**src/rtl/lib_cpu_pkg.sv**
```systemverilog
// lib_cpu: shared CPU defaults and types (register width, register count, index/word types)
package lib_cpu;
  localparam int XLEN_DEF = 32;
  localparam int NREG_DEF = 16;
  typedef logic [3:0] reg_idx_t;
  typedef logic [31:0] word_t;
endpackage

```
**src/rtl/gr_file_mp_scoreboard.sv**
```systemverilog
// gr_scoreboard: per-register busy bits, set by issue (iss_en/iss_rd), cleared by writes (w_en/rd); outputs busy vector and busy_any
module gr_scoreboard
  import lib_cpu::*;
#(
  parameter int NREG = NREG_DEF,
  parameter int NWR = 2,
  localparam int AW = $clog2(NREG)
) (
  input  logic              clk,
  input  logic              reset,
  input  logic [NWR-1:0]    w_en,
  input  logic [NWR*AW-1:0] rd,
  input  logic              iss_en,
  input  logic [AW-1:0]     iss_rd,
  output logic [NREG-1:0]   busy,
  output logic              busy_any
);
  logic [NREG-1:0] busy_q, busy_d;
  always_comb begin
    busy_d = busy_q;
    for (int i = 0; i < NWR; i++) if (w_en[i]) busy_d[rd[i*AW +: AW]] = 1'b0;
    if (iss_en) busy_d[iss_rd] = 1'b1;
    busy_d[0] = 1'b0;
  end
  always_ff @(posedge clk or posedge reset)
    if (reset) busy_q <= '0;
    else busy_q <= busy_d;
  assign busy = busy_q;
  assign busy_any = |busy_q;
endmodule

```
**src/rtl/gr_file_mp.sv**
```systemverilog
// gr_file_mp: multi-port register file with write bypass and busy scoreboard; in: clk reset w_en rd x_rd rs iss_en iss_rd, out: x_rs rs_busy busy_any
module gr_file_mp
  import lib_cpu::*;
#(
  parameter int XLEN = XLEN_DEF,
  parameter int NREG = NREG_DEF,
  parameter int NRD = 2,
  parameter int NWR = 2,
  parameter int BYPASS = 1,
  localparam int AW = $clog2(NREG)
) (
  input  logic                clk,
  input  logic                reset,
  input  logic [NWR-1:0]      w_en,
  input  logic [NWR*AW-1:0]   rd,
  input  logic [NWR*XLEN-1:0] x_rd,
  input  logic [NRD*AW-1:0]   rs,
  output logic [NRD*XLEN-1:0] x_rs,
  output logic [NRD-1:0]      rs_busy,
  input  logic                iss_en,
  input  logic [AW-1:0]       iss_rd,
  output logic                busy_any
);
  logic [XLEN-1:0] regs_q [NREG];
  logic [XLEN-1:0] regs_d [NREG];
  logic [NREG-1:0] busy;
  always_comb begin
    regs_d = regs_q;
    for (int i = 0; i < NWR; i++) if (w_en[i]) regs_d[rd[i*AW +: AW]] = x_rd[i*XLEN +: XLEN];
    regs_d[0] = '0;
  end
  always_ff @(posedge clk or posedge reset)
    if (reset) regs_q <= '{default: '0};
    else regs_q <= regs_d;
  for (genvar j = 0; j < NRD; j++) begin : g_rd
    logic [AW-1:0] idx;
    assign idx = rs[j*AW +: AW];
    assign x_rs[j*XLEN +: XLEN] = reset ? '0 : (BYPASS != 0) ? regs_d[idx] : regs_q[idx];
    assign rs_busy[j] = busy[idx];
  end
  gr_scoreboard #(.NREG(NREG), .NWR(NWR)) u_sb (
    .clk(clk),
    .reset(reset),
    .w_en(w_en),
    .rd(rd),
    .iss_en(iss_en),
    .iss_rd(iss_rd),
    .busy(busy),
    .busy_any(busy_any)
  );
endmodule

```
**config.mk**
```make
export PLATFORM = sky130hd
export DESIGN_NAME = gr_file_mp
export DESIGN_NICKNAME = d
export VERILOG_FILES = /design/src/rtl/lib_cpu_pkg.sv /design/src/rtl/gr_file_mp_scoreboard.sv /design/src/rtl/gr_file_mp.sv
export SDC_FILE = /design/constraint.sdc
export NUM_CORES = 2
export LEC_CHECK = 0
export ABC_AREA = 1
export CORE_ASPECT_RATIO = 1.75
export CORE_MARGIN = 2
export CORE_UTILIZATION = 57
export CTS_BUF_LIST = sky130_fd_sc_hd__clkbuf_16
export DETAILED_ROUTE_END_ITERATION = 8
export GPL_TIMING_DRIVEN = 0
export PLACE_DENSITY = 0.79
export RECOVER_POWER = 25
export SYNTH_ARGS = -nofsm -noshare
export SYNTH_HDL_FRONTEND = slang
export SYNTH_HIERARCHICAL = 1
export SYNTH_SLANG_ARGS = --single-unit
```
**constraint.sdc**
```tcl
create_clock -name clk -period 20.9 [get_ports clk]
set_input_delay 2.09 -clock clk [delete_from_list [all_inputs] [get_ports clk]]
set_output_delay 2.09 -clock clk [all_outputs]
set_load 0.1 [all_outputs]
```
==> results.md, run 1 <==
* Syn Std Cell Area at 36900 um2
* Tool Error: [ERROR GRT-0116] Global routing finished with congestion. Check the congestion regions in the DRC Viewer.
* Hold buffers post-CTS at 0
* Postcts setup bufs at 0
* Die height at 341 um
* CTS max path bufs at 3
* Clock Sinks at 495
* First-pass GRT wire length at 393000 um
* GPL Wtd Cong at 1.29
* Syn Inst Count at 5896
* Clk root buf: clkbuf_16
* Ys flop type: dfrtp_1
* H-tree depth at 2
* Largest net degree at the start of global routing at 105
* Status: did not finish
* Post-detail-place hpwl at 174000 um
* Vias in the first global route at 52123
* Synthesized net count at 5985
* Ports at 156
* Netlist cell types at 28
* Syn Area/Cell at 6.26 um2
* Global Route Usage Sum at 79.1%
* Starting Density at 57.5%
* CTS Buf Count at 51
* Failed at: global routing (5_1_grt)
* Num rows at 123
* Register bit total from synthesis at 495
* FFs w/ async S/R, synth at 100%
* Die Wd at 196 um
* EDFF count, synth at 0
* GRT overflow at 795
* Cts repair resizes at 0
* Port Buffer Count at 149
* Syn. warnings at 6
* Register area share after synthesis at 33.5%
[Yosys cell counts (2+ instances only)]
master / number / share of area, %
inv_1: 119 / 1.2
nor3_1: 2 / 0.027
nor2_1: 295 / 3.0
dfrtp_1: 495 / 34
o211ai_1: 14 / 0.28
o221ai_1: 3 / 0.071
clkinv_1: 6 / 0.061
a21oi_1: 107 / 1.5
o21ai_0: 33 / 0.45
o21ai_1: 5 / 0.068
buf_4: 2 / 0.041
and2_1: 417 / 7.1
buf_1: 113 / 1.1
nand2_1: 1711 / 17
nand4_1: 97 / 1.6
o21a_1: 7 / 0.14
nand3_1: 2043 / 28
buf_2: 59 / 0.80
nor2_2: 15 / 0.25
clkbuf_1: 321 / 3.3
inv_2: 24 / 0.24
nand2_2: 2 / 0.034
[cell families after synthesis]
| family | Yosys count | share of synthesized area [%] |
|---|---|---|
| DFF | 495 | 33.5 |
| and+or+nand+nor | 4586 | 57.2 |
| buffers and inverters | 644 | 6.77 |
| AOI/OAI and AO/OA | 170 | 2.48 |
| other | 1 | 0.0102 |
[layer usage]
layer | track usage [%] | GRT overflow
met5 | 35.1 | 9
met4 | 79.8 | 300
met3 | 61.9 | 22
met2 | 95.7 | 440
met1 | 79.4 | 24
[stage by stage]
step | cell area (um2) | std cells | worst slack (ns)
detailed placement | 39600 | 6861 | 11.40
CTS | 41200 | 6954 | 11.40
global placement | 39400 | 6857 | 3.36
floorplan | 36900 | 5896 | 8.54
==> run 2: changes to the inputs <==
Settings changed: CORE_ASPECT_RATIO 1.75 to default, CORE_UTILIZATION 57 to 40, CTS_BUF_LIST sky130_fd_sc_hd__clkbuf_16 to default, PLACE_DENSITY 0.79 to default, PLACE_DENSITY_LB_ADDON from default to 0.15.
Clock period 20.9 ns to 27.2 ns, I/O delays scaled along.
==> results.md, run 2 <==
* Non-Filler Instances at 7380
* RSZ-0062 raised after global routing: false
* Largest Register: regs_q
* Post-detail-place hpwl at 193000 um (was 174000 um)
* Slowest stage delay, CP at 2.64 ns
* FF-to-FF End: regs_q[205]
* Worst Hold End: u_sb/busy[5]
* Clk slew on worst S/H paths at 0.06 ns
* CP max stage cell: clkbuf_1
* EDFF count, synth at 0 (unchanged)
* Most numerous cell in the Yosys netlist: nand3_1 (unchanged)
* Top cells by area, synth: dfrtp_1 (34%), nand3_1 (28%), nand2_1 (17%), and2_1 (7.1%), clkbuf_1 (3.3%) (unchanged)
* Avg Vias per Cell at 6.60
* Hold buffers post-CTS at 0 (unchanged)
* WP data required at 24.48 ns
* GR Util met1 at 64.8%
* Syn Std Cell Area at 36900 um2 (unchanged)
* Synth top cells by count: nand3_1 (2043), nand2_1 (1711), dfrtp_1 (495), and2_1 (417), clkbuf_1 (321) (unchanged)
* Num rows at 111 (was 123)
* DP Area at 40200 um2 (was 39600 um2)
* Hold Path Class: reg -> reg
* Critical Path Most Common Cell: clkbuf_1
* FFs w/ async S/R, synth at 100% (unchanged)
* Met2 usage at 74.2%
* Net Switching at 1230 uW
* Antenna violations before repair at 18
* Sequential share of power at 32.1%
* Arrival time worst endpoint at 13.49 ns
* Worst R2R Setup Slack at 26.11 ns
* Die height at 308 um (was 341 um)
* Final Util at 46.3%
* Initial DRT Pass Iterations at 9
* Area grow syn2layout at 14.9%
* Ports at 156 (unchanged)
* Crit end category: output pin
* Vias in the first global route at 43921
* Syn Area/Cell at 6.26 um2 (unchanged)
* Tcrit/Tclk final at 59.6%
* Fin nets at 6216
* Tmin final at 16.21 ns
* Clock Sinks at 495 (unchanged)
* Switch share at 40.3%
* Cts repair resizes at 0 (unchanged)
* Clk_skew at 0 ns
* Largest net degree at the start of global routing at 57
* Hold_ws at 0.543 ns
* Slew @ Worst Pin at 3.63 ns
* GR Util met3 at 23.0%
* Core footprint at 91500 um2
* First-pass GRT wire length at 349000 um
* H-tree depth at 3 (was 2)
* Top delay family on crit path: buffers and inverters
* Reg2reg start: regs_q[205]
* Postcts setup bufs at 0 (unchanged)
* CTS Buf Count at 68 (was 51)
* Placed Cells at 7243 (was 6861)
* Port Buffer Count at 149 (unchanged)
* Syn Inst Count at 5896 (unchanged)
* Ys flop type: dfrtp_1 (unchanged)
* Starting Density at 40.3% (was 57.5%)
* Post-route cell area at 42400 um2
* Cell taking the most area after synthesis: dfrtp_1 (unchanged)
* HP Start: u_sb/busy[5]
* Die outline area at 94800 um2
* Die Wd at 308 um (was 196 um)
* Most frequent cells in the layout: nand3_1 (2043), nand2_1 (1711), dfrtp_1 (495)
* Register bit total from synthesis at 495 (unchanged)
* Final Hold Viols at 0
* Grt peak-use layer: met2
* Peak supply drop at 0.0000513 V
* Final slew viol count at 582
* Max reg flops at 480
* Final number of setup-violating endpoints at 0
* Crit-path cells: dlygate4sd3_1 -> inv_1 -> clkbuf_1 -> clkbuf_1 -> clkbuf_1 -> clkbuf_1 -> nand2_1 -> nor2_1 -> clkdlybuf4s50_1
* Drt wl/cell at 35.3 um
* Drt drc at 0
* Vias post-DR at 48705
* Max-cap violations at 36
* Layout cells sized above 1 at 3.56%
* Combinational share of power at 35.9%
* CTS max path bufs at 3 (unchanged)
* Failing checks: capacitance limit, slew limit
* Routed WL at 261000 um
* FF-to-FF path depth at 4
* GRT overflow at 0
* Slew headroom at -142%
* Achievable Freq at 61.7 MHz
* Critical path depth at 9
* Syn. warnings at 6 (unchanged)
* Pint at 1810 uW
* Synth top area share at 33.5% (unchanged)
* Worst-Skew Late Latency at 0.66 ns
* LEAKAGE at 0.0192 uW
* Synthesized net count at 5985 (unchanged)
* Status: finished, violations left (was did not finish)
* Global Route Usage Sum at 53.5%
* Netlist cell types at 28 (unchanged)
* WP buf/inv at 7
* Antenna-violating nets left at 0
* Critical path class: in -> out
* FILL cells at 9894
* DR iter-0 viols at 8913
* Clock network power share at 32.0%
* Clk root buf: clkbuf_16 (unchanged)
* CTS tree: done
* CP startpoint kind: primary input
* Most common cell after layout, fill and taps aside: nand3_1
* Register area share after synthesis at 33.5% (unchanged)
* GPL Wtd Cong at 1.13 (was 1.29)
* Crit-path max FO at 52
* Hold depth at 2
* Power Density at 71.7 nW/um2
[run 2: cell counts after synthesis]
No cell type changed its count.
[run 2: worst max path at each step]
stage | endpoint | slack [ns] | from
2_1_floorplan | regs_q[0] | 5.16 | reset
3_3_place_gp | regs_q[41] | -5.95 | reset
3_5_place_dp | x_rs[12] | 16.38 | rd[5]
4_1_cts | x_rs[12] | 16.34 | rd[5]
5_1_grt | x_rs[24] | 9.86 | reset
6_report | x_rs[24] | 10.99 | reset
[run 2: through the flow]
| step | setup TNS [ns] | power (uW) | worst slack (ns) |
|---|---|---|---|
| global route | 0 | 3120 | 9.86 |
| global placement | -2846.18 | 2000 | -5.95 |
| floorplan | 0 | 1660 | 5.16 |
| CTS | 0 | 2970 | 16.34 |
| detailed placement | 0 | 2010 | 16.38 |
| finish | 0 | 3040 | 10.99 |
[run 2: kinds of logic after synthesis]
group	share of synthesized area, %
flops	33.5
other cells	0.0102
simple gates	57.2
buf+inv	6.77
compound gates	2.48
[run 2: worst reg2reg max path: stages (launching register included)]
cell     delay (ns)
dfrtp_1        0.38
nand2_1        0.07
nand2_1        0.05
o21ai_0        0.36
inv_1          0.09
[run 2: power groups by stage]
stage / registers [uW] / clock network [uW] / logic, uW
2_1_floorplan: 973 / 0 / 689
3_3_place_gp: 987 / 0 / 1020
3_5_place_dp: 981 / 0 / 1030
4_1_cts: 971 / 962 / 1030
5_1_grt: 989 / 985 / 1150
6_report: 975 / 974 / 1090
[run 2: cell type report]
class / instances / area [um2] / share of cell area, %
plain buffers: 495 / 1950 / 4.60
inverters: 149 / 559 / 1.32
clock buffers: 96 / 2030 / 4.79
well taps: 1186 / 1480 / 3.50
flip-flops and latches: 495 / 12400 / 29.2
diodes: 22 / 55.1 / 0.130
repair buffers: 161 / 1660 / 3.91
multi-input cells: 4757 / 22000 / 51.9
clock inverters: 19 / 253 / 0.596
[run 2: per-layer routing]
metal	wire, um	up-vias
li1	-	20196
met1	93600	22736
met2	102000	4430
met3	39500	1317
met4	25000	26
met5	367	-
Note: power is estimated with default switching activity, not from simulation.
